$ cat config.mk
export PLATFORM = sky130hd
export DESIGN_NAME = vga_sync_timing_detector
export DESIGN_NICKNAME = d
export VERILOG_FILES = /design/src/rtl/vga_sync_timing_detector.sv
export SDC_FILE = /design/constraint.sdc
export NUM_CORES = 1
export LEC_CHECK = 0
export ABC_AREA = 1
export ABC_CLOCK_PERIOD_IN_PS = 5200
export BUFFER_PORTS_ARGS = -buffer_cell sky130_fd_sc_hd__buf_4
export CORE_MARGIN = 1
export CORE_UTILIZATION = 40
export DETAILED_ROUTE_END_ITERATION = 10
export SETUP_SLACK_MARGIN = 0.05
export SKIP_CTS_REPAIR_TIMING = 1
export SYNTH_ARGS = -nofsm -noshare
export SYNTH_HDL_FRONTEND = slang
export SYNTH_SLANG_ARGS = --single-unit
$ cat constraint.sdc
create_clock -name control_clock -period 5.2 [get_ports control_clock]
set_clock_uncertainty 0.05 [all_clocks]
set_input_delay 0.78 -clock control_clock [delete_from_list [all_inputs] [get_ports control_clock]]
set_output_delay 0.78 -clock control_clock [all_outputs]
set_load 0.01 [all_outputs]
$ cat src/rtl/vga_sync_timing_detector.sv
// vga_sync_timing_detector
//   Receive-side sync timing recovery. Samples external h_sync/v_sync on the pixel
//   clock, recovers the pixel/line position, measures line and frame totals, and
//   declares lock after LOCK_FRAMES consecutive good frames.
//   Optional feature macro: VGA_DET_POLARITY_AUTO_EN (automatic sync polarity detect).
//   Without it, both syncs are taken as active-high and h_pol/v_pol stay 0.
module vga_sync_timing_detector #(
    parameter int COUNTER_SIZE = 11,
    parameter int EXP_H_TOTAL  = 1328,
    parameter int EXP_V_TOTAL  = 806,
    parameter int H_TOL        = 2,
    parameter int LOCK_FRAMES  = 2
) (
    input  logic                    control_clock,
    input  logic                    reset_n,
    input  logic                    h_sync,
    input  logic                    v_sync,
    output logic [COUNTER_SIZE-1:0] h_count,
    output logic [COUNTER_SIZE-1:0] v_count,
    output logic [COUNTER_SIZE-1:0] h_total_meas,
    output logic [COUNTER_SIZE-1:0] v_total_meas,
    output logic                    line_start,
    output logic                    frame_start,
    output logic                    locked,
    output logic                    timing_error,
    output logic                    h_pol,
    output logic                    v_pol
);
    localparam int            CS      = COUNTER_SIZE;
    localparam logic [CS-1:0] CNT_MAX = {CS{1'b1}};
    localparam logic [CS:0]   EXP_H   = (CS+1)'(EXP_H_TOTAL);
    localparam logic [CS:0]   EXP_V   = (CS+1)'(EXP_V_TOTAL);
    localparam logic [CS:0]   TOL_H   = (CS+1)'(H_TOL);
    localparam logic [3:0]    LOCK_N  = 4'(LOCK_FRAMES);

    typedef enum logic [1:0] {ST_SEARCH, ST_ACQUIRE, ST_LOCKED} state_t;

    // synchroniser (s1,s2) and edge register (s3) per sync input
    logic h_s1_q, h_s2_q, h_s3_q, h_s1_d, h_s2_d, h_s3_d;
    logic v_s1_q, v_s2_q, v_s3_q, v_s1_d, v_s2_d, v_s3_d;

    logic [CS-1:0] h_count_q, h_count_d, v_count_q, v_count_d;
    logic [CS-1:0] h_total_q, h_total_d, v_total_q, v_total_d;
    logic          line_start_q, line_start_d, frame_start_q, frame_start_d;
    logic          timing_error_q, timing_error_d;
    logic          v_pend_q, v_pend_d;
    logic          bad_line_q, bad_line_d;
    state_t        state_q, state_d;
    logic [3:0]    good_cnt_q, good_cnt_d;

    logic          h_pol_cur, v_pol_cur, pol_change;
    logic          h_rise, v_rise;
    logic          line_start_w, frame_start_w, timeout_w, line_bad_w, frame_bad_w;
    logic [CS:0]   h_meas, v_meas, h_diff;

    // Synchroniser chain next values
    always_comb begin
        h_s1_d = h_sync;
        h_s2_d = h_s1_q;
        h_s3_d = h_s2_q;
        v_s1_d = v_sync;
        v_s2_d = v_s1_q;
        v_s3_d = v_s2_q;
    end

    // Polarity is applied to both taps so a polarity flip never fakes an edge
    assign h_rise = (h_s2_q ^ h_pol_cur) & ~(h_s3_q ^ h_pol_cur);
    assign v_rise = (v_s2_q ^ v_pol_cur) & ~(v_s3_q ^ v_pol_cur);

    // Position counters, measurements and line/frame quality
    always_comb begin
        line_start_w  = h_rise;
        frame_start_w = h_rise & (v_pend_q | v_rise);
        h_meas        = {1'b0, h_count_q} + (CS+1)'(1);
        v_meas        = {1'b0, v_count_q} + (CS+1)'(1);
        h_diff        = (h_meas >= EXP_H) ? (h_meas - EXP_H) : (EXP_H - h_meas);
        line_bad_w    = line_start_w & (h_diff > TOL_H);
        frame_bad_w   = frame_start_w & (bad_line_q | line_bad_w | (v_meas != EXP_V) |
                                         (v_count_q == CNT_MAX));
        timeout_w     = 1'b0;
        h_count_d     = h_count_q;
        v_count_d     = v_count_q;
        h_total_d     = h_total_q;
        v_total_d     = v_total_q;
        v_pend_d      = v_pend_q;
        bad_line_d    = bad_line_q;

        if (line_start_w) begin
            h_count_d = '0;
            h_total_d = h_meas[CS] ? CNT_MAX : h_meas[CS-1:0];
        end else if (h_count_q != CNT_MAX) begin
            h_count_d = h_count_q + CS'(1);
            timeout_w = (h_count_q == CNT_MAX - CS'(1));
        end

        if (frame_start_w) begin
            v_count_d = '0;
            v_total_d = v_meas[CS] ? CNT_MAX : v_meas[CS-1:0];
        end else if (line_start_w && v_count_q != CNT_MAX) begin
            v_count_d = v_count_q + CS'(1);
        end

        // a v edge waits for the next line start; extra v edges meanwhile collapse
        if (line_start_w)
            v_pend_d = 1'b0;
        else if (v_rise)
            v_pend_d = 1'b1;

        // the line ending at a frame start belongs to the frame that just closed
        if (frame_start_w)
            bad_line_d = 1'b0;
        else if (line_bad_w || timeout_w)
            bad_line_d = 1'b1;

        line_start_d  = line_start_w;
        frame_start_d = frame_start_w;
    end

`ifdef VGA_DET_POLARITY_AUTO_EN
    logic          h_pol_q, h_pol_d, v_pol_q, v_pol_d;
    logic          h_seen_q, h_seen_d, v_seen_q, v_seen_d;
    logic [CS-1:0] h_hi_q, h_hi_d, v_hi_q, v_hi_d;

    // Duty measurement: a sync high for more than half its period is active-low
    always_comb begin
        h_pol_d  = h_pol_q;
        v_pol_d  = v_pol_q;
        h_seen_d = h_seen_q | line_start_w;
        v_seen_d = v_seen_q | frame_start_w;
        h_hi_d   = h_hi_q;
        v_hi_d   = v_hi_q;
        if (line_start_w) begin
            h_hi_d = CS'(h_s2_q);
            if (h_seen_q)
                h_pol_d = ({1'b0, h_hi_q} > (h_meas >> 1));
        end else if (h_s2_q && h_hi_q != CNT_MAX) begin
            h_hi_d = h_hi_q + CS'(1);
        end
        if (frame_start_w) begin
            v_hi_d = CS'(v_s2_q);
            if (v_seen_q)
                v_pol_d = ({1'b0, v_hi_q} > (v_meas >> 1));
        end else if (line_start_w && v_s2_q && v_hi_q != CNT_MAX) begin
            v_hi_d = v_hi_q + CS'(1);
        end
    end

    // Polarity detector state
    always_ff @(posedge control_clock or negedge reset_n) begin
        if (!reset_n) begin
            h_pol_q  <= 1'b0;
            v_pol_q  <= 1'b0;
            h_seen_q <= 1'b0;
            v_seen_q <= 1'b0;
            h_hi_q   <= '0;
            v_hi_q   <= '0;
        end else begin
            h_pol_q  <= h_pol_d;
            v_pol_q  <= v_pol_d;
            h_seen_q <= h_seen_d;
            v_seen_q <= v_seen_d;
            h_hi_q   <= h_hi_d;
            v_hi_q   <= v_hi_d;
        end
    end

    assign h_pol_cur  = h_pol_q;
    assign v_pol_cur  = v_pol_q;
    assign pol_change = (h_pol_d != h_pol_q) | (v_pol_d != v_pol_q);
`else
    assign h_pol_cur  = 1'b0;
    assign v_pol_cur  = 1'b0;
    assign pol_change = 1'b0;
`endif

    // Lock FSM: next state, good-frame count and error pulse
    always_comb begin
        state_d        = state_q;
        good_cnt_d     = good_cnt_q;
        timing_error_d = 1'b0;
        unique case (state_q)
            ST_SEARCH: begin
                if (frame_start_w) begin
                    state_d    = ST_ACQUIRE;
                    good_cnt_d = '0;
                end
            end
            ST_ACQUIRE: begin
                if (frame_start_w) begin
                    if (frame_bad_w) begin
                        good_cnt_d = '0;
                    end else begin
                        good_cnt_d = good_cnt_q + 4'd1;
                        if (good_cnt_q + 4'd1 == LOCK_N)
                            state_d = ST_LOCKED;
                    end
                end else if (line_bad_w || timeout_w) begin
                    good_cnt_d = '0;
                end
            end
            ST_LOCKED: begin
                if (line_bad_w || frame_bad_w || timeout_w) begin
                    timing_error_d = 1'b1;
                    state_d        = ST_SEARCH;
                    good_cnt_d     = '0;
                end
            end
            default: begin
                state_d    = ST_SEARCH;
                good_cnt_d = '0;
            end
        endcase
        // a polarity flip invalidates every measurement taken so far
        if (pol_change) begin
            state_d        = ST_SEARCH;
            good_cnt_d     = '0;
            timing_error_d = (state_q == ST_LOCKED);
        end
    end

    // All detector state
    always_ff @(posedge control_clock or negedge reset_n) begin
        if (!reset_n) begin
            h_s1_q         <= 1'b0;
            h_s2_q         <= 1'b0;
            h_s3_q         <= 1'b0;
            v_s1_q         <= 1'b0;
            v_s2_q         <= 1'b0;
            v_s3_q         <= 1'b0;
            h_count_q      <= '0;
            v_count_q      <= '0;
            h_total_q      <= '0;
            v_total_q      <= '0;
            line_start_q   <= 1'b0;
            frame_start_q  <= 1'b0;
            timing_error_q <= 1'b0;
            v_pend_q       <= 1'b0;
            bad_line_q     <= 1'b0;
            state_q        <= ST_SEARCH;
            good_cnt_q     <= '0;
        end else begin
            h_s1_q         <= h_s1_d;
            h_s2_q         <= h_s2_d;
            h_s3_q         <= h_s3_d;
            v_s1_q         <= v_s1_d;
            v_s2_q         <= v_s2_d;
            v_s3_q         <= v_s3_d;
            h_count_q      <= h_count_d;
            v_count_q      <= v_count_d;
            h_total_q      <= h_total_d;
            v_total_q      <= v_total_d;
            line_start_q   <= line_start_d;
            frame_start_q  <= frame_start_d;
            timing_error_q <= timing_error_d;
            v_pend_q       <= v_pend_d;
            bad_line_q     <= bad_line_d;
            state_q        <= state_d;
            good_cnt_q     <= good_cnt_d;
        end
    end

    assign h_count      = h_count_q;
    assign v_count      = v_count_q;
    assign h_total_meas = h_total_q;
    assign v_total_meas = v_total_q;
    assign line_start   = line_start_q;
    assign frame_start  = frame_start_q;
    assign locked       = (state_q == ST_LOCKED);
    assign timing_error = timing_error_q;
    assign h_pol        = h_pol_cur;
    assign v_pol        = v_pol_cur;

endmodule
-- Yosys cells after proc, flatten, opt, wreduce, memory -nomap -nowiden
Index checks and enable logic that the tools add are counted.
- register bits after elaboration: 61
- logic and storage cells: 89
- input bits: 4
- output and inout bits: 50
- $lt $le $gt $ge: 2
- bitwise gates (word level): 11
- reductions and logical operators: 11
- equal/unequal tests: 14
- muxes and demuxes: 27
- add/sub/neg operators: 7
- operators with widths (cell ; number):
    11-bit 2-to-1 mux ; 6
    11-bit by 1-bit adder with 12-bit output (second input constant) ; 2
    11-bit by 1-bit adder with 11-bit output (second input constant) ; 2
    11-bit equality test (second input constant) ; 2
    11-bit inequality test (second input constant) ; 2
    4-bit 2-to-1 mux ; 5
    12-bit by 11-bit >= comparator with 1-bit output (second input constant) ; 1
    12-bit by 2-bit > comparator with 1-bit output (second input constant) ; 1
    12-bit 2-to-1 mux ; 1
    12-bit by 10-bit inequality test with 1-bit output (second input constant) ; 1
    4-bit one-hot mux with 3 select lines ; 1
    11-bit by 12-bit subtractor with 12-bit output (first input constant) ; 1
    12-bit by 11-bit subtractor with 12-bit output (second input constant) ; 1
    2-bit 2-to-1 mux ; 5
    1-bit 2-to-1 mux ; 8
    2-bit inequality test (second input constant) ; 4
    2-bit nonzero test ; 4
    2-bit one-hot mux with 3 select lines ; 1
    1-bit bitwise AND ; 5
    5-bit AND reduction ; 1
    4-bit by 1-bit adder with 4-bit output (second input constant) ; 1
    4-bit by 2-bit equality test with 1-bit output (second input constant) ; 1
    1-bit OR ; 4
    1-bit logical OR ; 3
    other kinds (8) ; 9

-- Logic depth before layout (Yosys ltp)
Gate-level depths: netlist (run 1).
- word-level depth: 13
- mapped depth: 23

-- Worst setup path before layout (run 1)
No wires, ideal clock.
- path type: reg-to-reg
- start point: register h_count_q[0], in the netlist h_count[0]
- end point: register good_cnt_q[0]
- arrival: 2.511 ns
- data required time: 5.085 ns
- setup slack: 2.574 ns
- cell stages (with the launch flop): 18
- setup time: 0.065 ns
- cells stage by stage: dfrtp_1 > ha_1 > nand3_2 > nand2_1 > nand2_2 > ha_1 > or2_2 > nand3_1 > nand2_1 > nor2_2 > nand2_1 > nor2_1 > nand3_1 > a21oi_2 > nand3_2 > nand2_2 > nand2_1 > nand2_1
- longest elaborated chain between the ends: 13
- elaborated cells between the ends (all ways): 24
- classes of those cells: add/sub (3); order compare (2); eq/ne (4); mux (6); bitwise (5); reduce/logical (4)
- ends and longest elaborated chain (item ; RTL line ; RTL):
    start: declaration ; 42 ; logic [CS-1:0] h_count_q, h_count_d, v_count_q, v_count_d;
    start signal: assignment ; 248 ; h_count_q <= h_count_d;
    11-bit by 1-bit adder with 12-bit output ; 74 ; h_meas = {1'b0, h_count_q} + (CS+1)'(1);
    11-bit by 12-bit subtractor with 12-bit output, or another cell as far along ; 76 ; h_diff = (h_meas >= EXP_H) ? (h_meas - EXP_H) : (EXP_H - h_meas);
    12-bit 2-to-1 mux ; 76 ;
    12-bit by 2-bit > comparator with 1-bit output ; 77 ; line_bad_w = line_start_w & (h_diff > TOL_H);
    1-bit bitwise AND ; 77 ;
    1-bit OR (3 in series) ; 78 ; frame_bad_w = frame_start_w & (bad_line_q | line_bad_w | (v_meas != EXP_V) |
    1-bit bitwise AND ; 78 ;
    1-bit logical OR (2 in series) ; 202 ; if (line_bad_w || frame_bad_w || timeout_w) begin
    2-bit by 1-bit inequality test with 1-bit output (no source line) ; - ;
    3-bit AND reduction (no source line) ; - ;
    end signal: assignment ; 258 ; good_cnt_q <= good_cnt_d;
    end: declaration ; 49 ; logic [3:0] good_cnt_q, good_cnt_d;
Parallel ways exist; a longest one is shown, timed or not.
A chain may end at the register's enable or synchronous reset.

-- Worst setup path after layout (run 1)
- start point: register h_count_q[0], in the netlist h_count[0]
- end point: register good_cnt_q[1]
The elaborated chain is that of the path after synthesis.

==> results.toml, run 1 <==
[synth]
synth-seq-cells = 61
synth_edf_count = 0
synth_xor_area_frac = 0.0227
synthAdderAreaFrac = 0.0324
synthCells = 443
ys_seq_area_frac = 0.439
syn_avg_cell_area_um2 = 7.85
netlist_area_um2 = 3480
async_reset_ff_frac = 1.00
ys.warnings.count = 0
post_synth_and_or_nand_nor_area_fraction = 0.341
synth_compound_area_frac = 0.0946
ys.flop_type = "dfrtp_1"
synthMuxAreaShare = 0
synth_top_family_by_area = "simple AND/OR/NAND/NOR gates"
synth_cell_types = 35

[worst_setup_path]
criticalPathCategory = "flip-flop to flip-flop"
cp_data_arrival_time_ns = 3.02
critPathRequiredTime_ns = 5.42
crit_buf_inv = 0
crit_path_end_kind = "flip-flop"
crit_family = "simple AND/OR/NAND/NOR gates"
cpMaxStageDelayCell = "dfrtp_1"
cpPeakStageDelay_ns = 0.50
cp_common_cell = "nand2_1"
start_kind = "flip-flop"
crit_chain = "ha_1 > nand2_1 > nor2_4 > nand2_1 > nand2_1 > nand2_4 > nand3_4 > nand2_4 > nand2_4 > nand2_4 > nand2_1 > nand2_1 > nand2_1 > nand2_1 > nor2_4 > nand3_1 > a21oi_2 > nand3_2 > nand2_2 > nand2_1 > nand2_1"
worstPathMaxFanout = 10

[flow_run]
cap_viol_max_count = 0

[grt]
grt_overflow_total = 0
grt_pass1_wl_mm = 13.7
grt_antenna_before_repair = 0
grt_use_total = 0.198
grt_max_degree = 62
grt_pass1_vias = 2847

[clocking]
h-tree-depth = 3
clockBufferDepth = 2
clk_latency_ns = 0.34
cts_made_buffers = 9
cts.sinks = 61
cts_tree = "built"
clkSlewWorstSetupHoldPaths_ns = 0.06
clockRootBuffer = "clkbuf_8"

[floorplan]
die_h_um = 95.2
dieArea_um2 = 9070
initial_core_util = 0.419
fp.coreArea_um2 = 8300
num_io_pins = 54
fp.dieW_um = 95.2
num_rows = 33

[drt]
postRouteAntennaNets = 0
vias = 3000
drt-total-wl_mm = 8.19
routed_via_density = 4.92
wl_per_cell_um = 13.4
dr.first_iter.drc_count = 126
firstDrtPassIters = 4
drcViolationCount = 0

[sta]
setup_violations = 0
layout_setup_ws_ns = 2.40
hold_slack_ns = 0.299
slew_violations = 0
slew_headroom = 0.291
worst_pin_slew_ns = 1.06
finalCriticalPeriod_ns = 2.80
post-route-period-util = 0.538
fmax_ghz = 0.358
finalSetupTns_ns = 0
hold_viol = 0
rsz0062_at_grt = "false"

[cells_and_area]
nFillCells = 825
nets = 514
final_common_cell = "nand2_1"
antenna_cells = 0
instances_no_fill = 610
multi_input_area_um2 = 1710
final_cell_mix = "nand2_1, dfrtp_1, buf_4"
area_delta_synth_final_pct = 19.4
seqCellArea_um2 = 1530
drive_gt1_frac = 0.218

[placement]
port_buffers = 51
dp_slack_ns = 2.39
place_inst = 595
gp_congestion = 0.870
dp_hpwl_mm = 5.98

[power]
ir_drop_v = 0.000187
leakage_nw = 2.13
power_density_nw_per_um2 = 320

[run_status]
status = "finished, final reports clean"

[worst_hold_path]
hp-class = "flip-flop to flip-flop"
## final timing paths
kind,from,endpoint,slack (ns),cells past startpoint
max,h_count[0],good_cnt_q[1],2.40,21
min,v_s1_q,v_s2_q,0.30,0
max reg2reg,h_count[0],good_cnt_q[1],2.40,21
min reg2reg,v_s1_q,v_s2_q,0.30,0
max in group asynchronous,reset_n,state_q[1],4.11,1
min in group asynchronous,reset_n,h_total_meas[9],0.47,1
## power breakdown
part	leakage [nW]	internal [mW]	switching, mW
clock	0.0919	0.216	0.187
combinational	1.27	0.142	0.194
sequential	0.770	0.533	0.0574
total	2.13	0.891	0.439
## cells in the mapped netlist, drive strengths merged (2+ instances only)
| library cell | count | area share |
|---|---|---|
| a21oi | 29 | 0.044 |
| buf | 3 | 0.0065 |
| clkbuf | 4 | 0.0043 |
| dfrtp | 61 | 0.44 |
| ha | 9 | 0.032 |
| inv | 53 | 0.057 |
| nand2 | 127 | 0.16 |
| nand3 | 43 | 0.073 |
| nand3b | 2 | 0.0054 |
| nand4 | 6 | 0.011 |
| nor2 | 56 | 0.078 |
| nor3 | 5 | 0.010 |
| o21ai | 20 | 0.029 |
| o22ai | 7 | 0.013 |
| xnor2 | 4 | 0.010 |
| xor2 | 5 | 0.013 |
## per-layer routing
layer | track usage | share of wire | up-vias
li1 | - | - | 1537
met1 | 0.293 | 0.51 | 1390
met2 | 0.291 | 0.44 | 66
met3 | 0.0367 | 0.038 | 7
met4 | 0.0631 | 0.011 | 0
met5 | 0 | 0 | -
## cell families after synthesis
logic type      count (synthesis)
simple gates                  242
buf+inv                        61
flops                          61
compound gates                 60
xor+xnor                        9
fa+ha+maj                       9
other cells                     1
## area by class of cell
type                       instances  area share
clock buffer                      10      0.0307
clock inverter                     5      0.0127
inverter                          54      0.0488
multi-input combinational        322       0.413
sequential                        61       0.368
tap                              105      0.0316
timing repair buffer              53      0.0958
## flip-flops by register name, summed over array words and instances, names as in the netlist, 2 cells and up
name and cells:
h_count 11, state_q 2, h_total_meas 11, v_total_meas 11, v_count 11, good_cnt_q 4
## stage by stage
step	power [mW]	utilization	cell area (um^2)
floorplan	0.796	-	3480
CTS	1.35	0.500	4150
finish	1.33	0.500	4150
detailed placement	0.938	0.479	3970
global placement	0.934	0.479	3970
global route	1.41	0.500	4150
Note: power is estimated with default switching activity, not from simulation.
==> run 2, diff against run 1 <==
Settings changed: ABC_AREA 1 to 0, ABC_CLOCK_PERIOD_IN_PS 5200 to 2730.
Clock period 5.2 ns to 2.73 ns, I/O delays scaled along.
==> results.toml, run 2 <==
[run_status]
status = "complete, but fails checks"
failed_checks = "design-rule violations, negative setup slack"

[worst_setup_path]
crit_chain = "ha_4 > buf_6 > nand4_1 > nor2_4 > a211o_4 > buf_4 > a21o_1 > a311oi_1 > nand4_1 > a2111oi_4 > buf_4 > nand3_2 > o211a_1"
crit_family = "compound AO/OA/AOI/OAI gates"
critPathRequiredTime_ns = 2.91
cp_data_arrival_time_ns = 3.26
cpMaxStageDelayCell = "dfrtp_2"
cpPeakStageDelay_ns = 0.43
startpoint = "h_count[0]"
crit_path_end_kind = "flip-flop"
r2r_start = "h_count[0]"
criticalPathCategory = "flip-flop to flip-flop"
start_kind = "flip-flop"
worstPathMaxFanout = 7
crit_buf_inv = 3

[drt]
firstDrtPassIters = 7
drt-total-wl_mm = 11.1
wl_per_cell_um = 16.4
dr.first_iter.drc_count = 201
routed_via_density = 5.46
postRouteAntennaNets = 0
drcViolationCount = 6
vias = 3689

[floorplan]
num_rows = 34
die_h_um = 98.4
num_io_pins = 54
initial_core_util = 0.420
fp.coreArea_um2 = 8850
fp.dieW_um = 98.4
dieArea_um2 = 9690

[sta]
rsz0062_at_grt = "true"
slew_violations = 0
post-route-period-util = 1.13
layout_setup_ws_ns = -0.344
fmax_ghz = 0.325
worst_pin_slew_ns = 0.770
finalCriticalPeriod_ns = 3.07
hold_viol = 0
slew_headroom = 0.487
hold_slack_ns = 0.0981
setup_violations = 8

[synth]
ys.warnings.count = 0
synthCells = 416
synthTopCellsByArea = "dfrtp_1, xnor2_1, nor2_1"
yosys.area.top_type_share = 0.410
synthMuxAreaShare = 0.00808
synthAdderAreaFrac = 0.0330
yosys-top-cells-count = "dfrtp_1, nor2_1, nand2_1, a21oi_1, xnor2_1"
synth_compound_area_frac = 0.204
synth.most_common_cell = "dfrtp_1"
ys_seq_area_frac = 0.410
post_synth_and_or_nand_nor_area_fraction = 0.219
synth.largest_area_cell = "dfrtp_1"
synth_top_family_by_area = "simple AND/OR/NAND/NOR gates"
ys.flop_type = "dfrtp_1"
syn_avg_cell_area_um2 = 8.94
netlist_area_um2 = 3720
synth-seq-cells = 61
synth_xor_area_frac = 0.0680
synth_edf_count = 0
async_reset_ff_frac = 1.00
synth_cell_types = 67

[power]
power.total_mw = 2.91
switching_share = 0.336
power_density_nw_per_um2 = 552
p_sw_mw = 0.977
leakage_nw = 2.49
combPwrFrac = 0.347
pwr-share-clk = 0.279
ir_drop_v = 0.000364
p_int_mw = 1.93
seq_power_share = 0.373

[cells_and_area]
nets = 576
instances_no_fill = 676
drive_gt1_frac = 0.375
antenna_cells = 0
postLayoutCoreUtil = 0.595
final_cell_mix = "buf_4, dfrtp_1, nor2_1"
final_common_cell = "buf_4"
area_delta_synth_final_pct = 41.5

[clocking]
clockRootBuffer = "clkbuf_8"
clockBufferDepth = 2
clkSlewWorstSetupHoldPaths_ns = 0.08
h-tree-depth = 3
cts_tree = "built"
cts_made_buffers = 9
clk_latency_ns = 0.34
cts.sinks = 61

[placement]
gp_congestion = 0.956
dp_slack_ns = -0.355
port_buffers = 51
dp_hpwl_mm = 8.43
place_inst = 655

[grt]
grt_antenna_before_repair = 0
grt_overflow_total = 0
grt_use_total = 0.237
grt_pass1_vias = 3477
grt_max_degree = 62
grt_pass1_wl_mm = 18.0

[flow_run]
cap_viol_max_count = 0

[worst_hold_path]
hp-class = "primary input to async pin"
[run 2: final timing paths]
path,to,slack [ns],depth (start not counted)
max in group asynchronous,h_count[1],1.99,1
max reg2reg,state_q[0],-0.34,13
min reg2reg,h_s2_q,0.30,0
max,state_q[0],-0.34,13
min,v_count[6],0.1,1
min in group control_clock,h_s1_q,0.12,1
[run 2: through the flow]
step	area, um^2	setup TNS [ns]
2_1_floorplan	3770	-1.18
3_3_place_gp	4930	-2.23
3_5_place_dp	4930	-2.41
4_1_cts	5130	-2.60
5_1_grt	5260	-3.36
6_report	5260	-2.55
[run 2: power groups by stage]
stage	Clock (mW)	Sequential [mW]	Combinational (mW)
3_3_place_gp	0	1.10	0.970
5_1_grt	0.875	1.10	1.10
2_1_floorplan	0	1.13	0.472
4_1_cts	0.829	1.08	0.977
6_report	0.812	1.09	1.01
3_5_place_dp	0	1.10	0.971
[run 2: final cells by class]
type / count / area, um^2
Tap cell: 108 / 135
Timing Repair Buffer: 160 / 1200
Multi-Input combinational cell: 311 / 2120
Clock inverter: 7 / 75.1
Sequential cell: 61 / 1530
Inverter: 20 / 75.1
Clock buffer: 9 / 124
Fill cell: 788 / 3590
[run 2: cell families after synthesis]
logic type | Yosys count
xor gates and xnor gates | 28
buffers and inverters | 45
adders and majority gates | 10
and+or+nand+nor | 157
muxes | 3
other | 1
DFF | 61
AOI/OAI and AO/OA | 111
[run 2: per-layer routing]
layer | global-route usage | vias up | share of wire | wire, um
met3 | 0.0426 | 18 | 0.049 | 544
met5 | 0 | - | 0 | 0
met1 | 0.331 | 1756 | 0.47 | 5210
met4 | 0.0838 | 0 | 0.020 | 219
met2 | 0.372 | 121 | 0.46 | 5130
li1 | - | 1794 | - | -
